### config.mk
export PLATFORM = sky130hd
export DESIGN_NAME = rom_fetch_arbiter
export DESIGN_NICKNAME = d
export VERILOG_FILES = /design/src/rtl/rom_fetch_arbiter_pkg.sv /design/src/rtl/rom_fetch_arbiter_rr.sv /design/src/rtl/rom_fetch_arbiter.sv
export SDC_FILE = /design/constraint.sdc
export NUM_CORES = 1
export LEC_CHECK = 0
export CAP_MARGIN = 15
export CORE_ASPECT_RATIO = 0.75
export CORE_MARGIN = 3
export CORE_UTILIZATION = 40
export CTS_BUF_LIST = sky130_fd_sc_hd__clkbuf_16
export DETAILED_ROUTE_END_ITERATION = 7
export PLACE_DENSITY = 0.78
export SYNTH_ARGS = -nofsm -noshare
export SYNTH_HDL_FRONTEND = slang
export SYNTH_HIERARCHICAL = 1
export SYNTH_SLANG_ARGS = --single-unit
### constraint.sdc
create_clock -name clk -period 4.4 [get_ports clk]
set_input_delay 1.32 -clock clk [delete_from_list [all_inputs] [get_ports clk]]
set_output_delay 1.32 -clock clk [all_outputs]
set_load 0.05 [all_outputs]
### src/rtl/rom_fetch_arbiter_pkg.sv
// Shared constants for the ROM fetch arbiter: requester IDs, response FSM codes, legality helper.
// Latency: n/a (types and functions only).
// Backpressure: n/a.
package rom_fetch_arbiter_pkg;

    // Default ROM size in bytes; legal word addresses are 0 .. ROM_BYTES-4
    localparam int ROM_BYTES_DEF = 512;

    // Requester IDs, also the bit index of each port in the arbiter req/gnt vectors
    localparam logic ROM_REQ_IF  = 1'b0;
    localparam logic ROM_REQ_MEM = 1'b1;

    // Per-port response FSM: BUSY means a response is presented this cycle
    typedef enum logic {
        RESP_IDLE = 1'b0,
        RESP_BUSY = 1'b1
    } resp_state_t;

    // Word-aligned and inside the ROM; compared unsigned at full width so high addresses never wrap
    function automatic logic addr_legal(input logic [63:0] addr, input logic [63:0] max_addr);
        return (addr[1:0] == 2'b00) && (addr <= max_addr);
    endfunction

endpackage

### src/rtl/rom_fetch_arbiter_rr.sv
// Two-way round-robin arbiter; bit 0 = IF, bit 1 = MEM.
// Latency: grant is combinational from req; last_winner updates at the edge ending a granted cycle.
// Backpressure: none; a losing requester simply wins the next contested cycle.
module rr_arbiter2
    import rom_fetch_arbiter_pkg::*;
(
    input  logic       clk,
    input  logic       rst,
    input  logic [1:0] req,
    output logic [1:0] gnt
);

    logic last_winner;
    logic winner;

    // Single requester wins outright; on contention the port that did not win last time goes
    always_comb begin
        winner = last_winner;
        gnt    = 2'b00;
        case (req)
            2'b01:   winner = ROM_REQ_IF;
            2'b10:   winner = ROM_REQ_MEM;
            2'b11:   winner = ~last_winner;
            default: winner = last_winner;
        endcase
        if (req != 2'b00) begin
            gnt[winner] = 1'b1;
        end
    end

    // Remember the most recent winner; MEM after reset so IF takes the first contested grant
    always_ff @(posedge clk or negedge rst) begin
        if (!rst) begin
            last_winner <= ROM_REQ_MEM;
        end else if (req != 2'b00) begin
            last_winner <= winner;
        end
    end

endmodule

### src/rtl/rom_fetch_arbiter.sv
// Shares the combinational-read instruction ROM between IF and MEM with round-robin grants.
// Latency: response one cycle after grant (two from request if it loses arbitration once).
// Backpressure: requests wait for gnt; responses have none and must be taken on rvalid.
module rom_fetch_arbiter
    import rom_fetch_arbiter_pkg::*;
#(
    parameter int ADDR_W    = 32,
    parameter int DATA_W    = 32,
    parameter int ROM_BYTES = ROM_BYTES_DEF
) (
    input  logic              clk,
    input  logic              rst,
    input  logic              if_req,
    input  logic [ADDR_W-1:0] if_addr,
    input  logic              if_flush,
    output logic              if_gnt,
    output logic              if_rvalid,
    output logic [DATA_W-1:0] if_rdata,
    output logic              if_err,
    input  logic              mem_req,
    input  logic [ADDR_W-1:0] mem_addr,
    output logic              mem_gnt,
    output logic              mem_rvalid,
    output logic [DATA_W-1:0] mem_rdata,
    output logic              mem_err,
    output logic              rom_en,
    output logic [ADDR_W-1:0] rom_addr,
    input  logic [DATA_W-1:0] rom_inst
);

    localparam logic [63:0] MAX_ADDR = 64'(ROM_BYTES - 4);

    logic [1:0]  arb_req;
    logic [1:0]  arb_gnt;
    logic        if_legal;
    logic        mem_legal;

    resp_state_t if_state, if_state_nxt;
    resp_state_t mem_state, mem_state_nxt;

    // IF keeps the in-flight word separate from the last delivered one so a flush can hide it
    logic [DATA_W-1:0] if_pend_data;
    logic              if_pend_err;
    logic [DATA_W-1:0] if_hold_data;
    logic              if_hold_err;
    logic              if_deliver;

    // Requests are masked during reset so no grant escapes while rst is low
    assign arb_req = {mem_req, if_req} & {2{rst}};

    rr_arbiter2 u_arb (
        .clk (clk),
        .rst (rst),
        .req (arb_req),
        .gnt (arb_gnt)
    );

    assign if_gnt    = arb_gnt[ROM_REQ_IF];
    assign mem_gnt   = arb_gnt[ROM_REQ_MEM];
    assign if_legal  = addr_legal(64'(if_addr), MAX_ADDR);
    assign mem_legal = addr_legal(64'(mem_addr), MAX_ADDR);

    // ROM is only driven for a legal granted address; otherwise it sees en=0, addr=0
    always_comb begin
        rom_en   = 1'b0;
        rom_addr = '0;
        if (if_gnt && if_legal) begin
            rom_en   = 1'b1;
            rom_addr = if_addr;
        end else if (mem_gnt && mem_legal) begin
            rom_en   = 1'b1;
            rom_addr = mem_addr;
        end
    end

    // Response FSMs: a grant this cycle means a response next cycle, back-to-back grants stay BUSY
    always_comb begin
        if_state_nxt  = RESP_IDLE;
        mem_state_nxt = RESP_IDLE;
        if (if_gnt) begin
            if_state_nxt = RESP_BUSY;
        end
        if (mem_gnt) begin
            mem_state_nxt = RESP_BUSY;
        end
    end

    // Response state registers; reset drops any response that was in flight
    always_ff @(posedge clk or negedge rst) begin
        if (!rst) begin
            if_state  <= RESP_IDLE;
            mem_state <= RESP_IDLE;
        end else begin
            if_state  <= if_state_nxt;
            mem_state <= mem_state_nxt;
        end
    end

    // A flush only kills the IF response presented in the current cycle
    assign if_deliver = (if_state == RESP_BUSY) && !if_flush;

    // IF data: capture on grant, commit to the held copy only when the word is actually delivered
    always_ff @(posedge clk or negedge rst) begin
        if (!rst) begin
            if_pend_data <= '0;
            if_pend_err  <= 1'b0;
            if_hold_data <= '0;
            if_hold_err  <= 1'b0;
        end else begin
            if (if_gnt) begin
                if_pend_data <= if_legal ? rom_inst : '0;
                if_pend_err  <= !if_legal;
            end
            if (if_deliver) begin
                if_hold_data <= if_pend_data;
                if_hold_err  <= if_pend_err;
            end
        end
    end

    assign if_rvalid = if_deliver;
    assign if_rdata  = if_deliver ? if_pend_data : if_hold_data;
    assign if_err    = if_deliver ? if_pend_err : if_hold_err;

    // MEM data register: loaded on grant and held until the next MEM response
    always_ff @(posedge clk or negedge rst) begin
        if (!rst) begin
            mem_rdata <= '0;
            mem_err   <= 1'b0;
        end else if (mem_gnt) begin
            mem_rdata <= mem_legal ? rom_inst : '0;
            mem_err   <= !mem_legal;
        end
    end

    assign mem_rvalid = (mem_state == RESP_BUSY);

    // Requesters must hold their address steady until the grant arrives
    if_addr_stable: assert property (@(posedge clk) disable iff (!rst)
        (if_req && !if_gnt) |=> $stable(if_addr));
    mem_addr_stable: assert property (@(posedge clk) disable iff (!rst)
        (mem_req && !mem_gnt) |=> $stable(mem_addr));

endmodule
==> results by group <==
Status
  • Status: finished clean

Yosys
  • Syn Std Cell Area: 4210 um^2
  • Mean post-synth cell area: 14.1 um^2
  • Main combinational cell family by area after synthesis: compound AO/OA/AOI/OAI gates
  • Synthesized instance count: 298
  • Post-synthesis cell type count: 30
  • Compound-Gate Fraction of Synth Area: 0.140
  • Synth Area in Adders: 0
  • Multiplexer area fraction after synthesis: 0.107
  • Register area share after synthesis: 0.606
  • Synth Area in Simple Gates: 0.0766
  • Synth warn: 6
  • #FFs+latches synth: 102
  • Post-synthesis xor/xnor area fraction: 0

Clock tree
  • CTS Buffer Depth: 2
  • Clock Latency Late Sink: 340 ps
  • Hold-fix buffers, CTS: 0
  • H-Tree Level Count: 3
  • CTS root buffer: clkbuf_16
  • Reg clk slew, reported paths: 70 ps
  • CTS tree: built
  • Clock buffer count from CTS: 9
  • TritonCTS Sinks: 102

Floorplanning
  • Core Rows: 31
  • Initial core utilization: 0.423
  • DIE HEIGHT: 94.9 um
  • Core ar.: 9970 um^2
  • Die Area: 11800 um^2
  • Die Wd: 125 um
  • Io pins: 204

Finish
  • Layout cells sized above 1: 0.322
  • Diode count: 0
  • Cell Count, Final, Fillers Out: 622
  • Final nets: 586
  • Area growth from synthesis to layout: 55.9%
  • Final Instance Area: 6570 um^2

Power
  • IR drop worst, VDD: 0.000184 V
  • Lkg Pwr: 3.07 nW
  • Tot Pwr: 0.00198 W
  • PD cells: 301 nW/um^2

Routing
  • Wire per inst: 18.1 um
  • DR vias: 3162
  • Routed Antenna Nets: 0
  • Post-Route WL: 11300 um
  • DR DRC count: 0
  • Vias/cell: 5.08
  • DR pass1 iterations: 4
  • Initial drt markers: 164

Global route
  • Vias in the first global route: 3296
  • Largest net degree at the start of global routing: 60
  • GR Overflow Total: 0
  • Antenna violations before repair: 0
  • First-pass GRT wire length: 17600 um
  • GRT Util Overall: 0.191

STA
  • Relative slew slack: 0.254
  • Setup TNS: 0 ps
  • Crit share post-route: 0.986
  • Final-report hold violation count: 0
  • Worst Skew: 7.30 ps
  • Worst-Margin Slew: 1120 ps
  • Final WS setup: 61.6 ps
  • F_max: 231 MHz
  • Setup violators final: 0
  • Pins Over Slew Limit: 0
  • Tmin final: 4340 ps

Placed design
  • Port bufs: 178
  • Routability cong.: 0.840
  • Placed cell count: 602
  • Post-DP Area: 6040 um^2
  • Final HPWL DP: 8270 um
  • Post-place setup slack: -423 ps

Worst setup path
  • Origin of the critical flop-to-flop path: u_arb/last_winner$_DFFE_PN1P_
  • RR Endpoint: mem_rdata[14]$_DFFE_PN0P_
  • Flop2flop setup slack: 2410 ps
  • Critical Path RT: 3080 ps
  • Worst-path fanout max: 5
  • Kind of critical path: input port to primary output
  • Crit start category: input port
  • Crit path DAT: 3020 ps
  • Reg2reg path depth: 6
  • CP Capture Type: primary output

Worst hold path
  • Hold Crit Class: register to register
  • Endpoint of the worst hold path: if_pend_err$_DFFE_PN0P_
  • Min-delay src: if_pend_err$_DFFE_PN0P_
  • Worst hold path depth: 2

Run
  • Max Cap Viol: 0
## cell usage in the layout (no fill, tap or decap), types with 2 or more instances in the layout
| cell | synthesis | layout |
|---|---|---|
| buf_4 | 25 | 45 |
| clkbuf_16 | 0 | 9 |
| nor4_4 | 3 | 3 |
| a22o_2 | 13 | 13 |
| inv_1 | 3 | 4 |
| buf_8 | 0 | 7 |
| nor4_1 | 7 | 4 |
| dfrtp_1 | 101 | 101 |
| nor2_1 | 7 | 6 |
| buf_6 | 3 | 3 |
| clkdlybuf4s50_1 | 0 | 129 |
| nand2_1 | 7 | 7 |
| a22o_1 | 51 | 51 |
| dlymetal6s2s_1 | 0 | 2 |
| and2_4 | 0 | 3 |
| buf_12 | 0 | 6 |
| conb_1 | 1 | 25 |
| mux2_4 | 0 | 7 |
| nor4_2 | 0 | 3 |
| nor4b_4 | 1 | 2 |
| mux2_2 | 37 | 33 |
| clkinv_4 | 0 | 3 |
| nor3_2 | 0 | 7 |
## synth_stat cells
cell | instances | share of area
o21ai_0 | 1 | 0.0012
dfstp_2 | 1 | 0.0062
nor4_1 | 7 | 0.010
nor4b_4 | 1 | 0.0056
nand4_1 | 1 | 0.0015
dfrtp_1 | 101 | 0.60
buf_6 | 3 | 0.0080
clkbuf_1 | 7 | 0.0062
nand2b_1 | 1 | 0.0015
conb_1 | 1 | 0.00089
nand4_4 | 1 | 0.0050
nand3_1 | 1 | 0.0012
nor3_1 | 7 | 0.0083
mux2_2 | 37 | 0.099
a22o_1 | 51 | 0.11
mux2_1 | 3 | 0.0080
nand2_1 | 7 | 0.0062
nor4_4 | 3 | 0.015
nor2_1 | 7 | 0.0062
nor2b_1 | 1 | 0.0015
or2_2 | 1 | 0.0015
nor3b_4 | 1 | 0.0045
a22o_2 | 13 | 0.031
buf_4 | 25 | 0.045
nor4b_1 | 1 | 0.0021
and2_1 | 3 | 0.0045
inv_1 | 3 | 0.0027
nand2_2 | 1 | 0.0015
a21boi_0 | 1 | 0.0018
buf_2 | 7 | 0.0083
## per-layer routing
metal	GRT usage	wire length, um	vias up
met4	0.0502	147	0
li1	-	-	1421
met5	0	0	-
met3	0.0582	892	14
met1	0.249	4770	1575
met2	0.314	5470	152
## worst max-delay path, stage by stage
cell	delay (ps)
clkdlybuf4s50_1	400
nor4_1	280
nand4_1	210
nor2_4	180
buf_6	150
mux2_4	320
buf_8	150
## state kept, by name, summed over array words and instances (netlist names)
signal / flops
if_pend_err: 1
mem_rvalid: 1
if_hold_err: 1
mem_err: 1
if_hold_data: 32
mem_rdata: 32
if_pend_data: 32
if_state: 1
u_arb/last_winner: 1
## worst max path at each step
stage / startpoint / to / depth (start not counted)
6_report: if_addr[31] / rom_addr[8] / 7
3_5_place_dp: mem_req / rom_en / 10
4_1_cts: if_addr[22] / rom_addr[5] / 7
2_1_floorplan: if_req / rom_en / 6
5_1_grt: if_addr[29] / rom_addr[8] / 7
3_3_place_gp: mem_req / rom_en / 10
## power by group
group | total, W | switching (W) | internal [W]
registers | 0.000944 | 0.00000284 | 0.000941
clock network | 0.000798 | 0.000350 | 0.000449
logic | 0.000233 | 0.000127 | 0.000107
total | 0.00198 | 0.000479 | 0.00150
## kinds of logic after synthesis
family,count (synthesis)
flops,102
mux,40
buf+inv,45
simple gates,44
other cells,1
compound gates,66
## cell type report
type,count,area [um^2]
Tap cell,132,165
Sequential cell,102,2550
Multi-Input combinational cell,175,1600
Inverter,3,11.3
Clock buffer,9,225
Clock inverter,7,85.1
Fill cell,704,3400
Timing Repair Buffer,194,1930
## what timing repair did
action	CTS	global route
pin swaps	15	11
resized for setup	40	11
setup endpoints to repair	8	8
cloned	0	0
buffers inserted	3	1
## per-stage QoR
stage / hold WS (ps) / util
2_1_floorplan: 455 / -
3_3_place_gp: 474 / 0.606
3_5_place_dp: 487 / 0.606
4_1_cts: 504 / 0.654
5_1_grt: 512 / 0.659
6_report: 501 / 0.659
No activity file was read; power rests on OpenSTA's default activity.
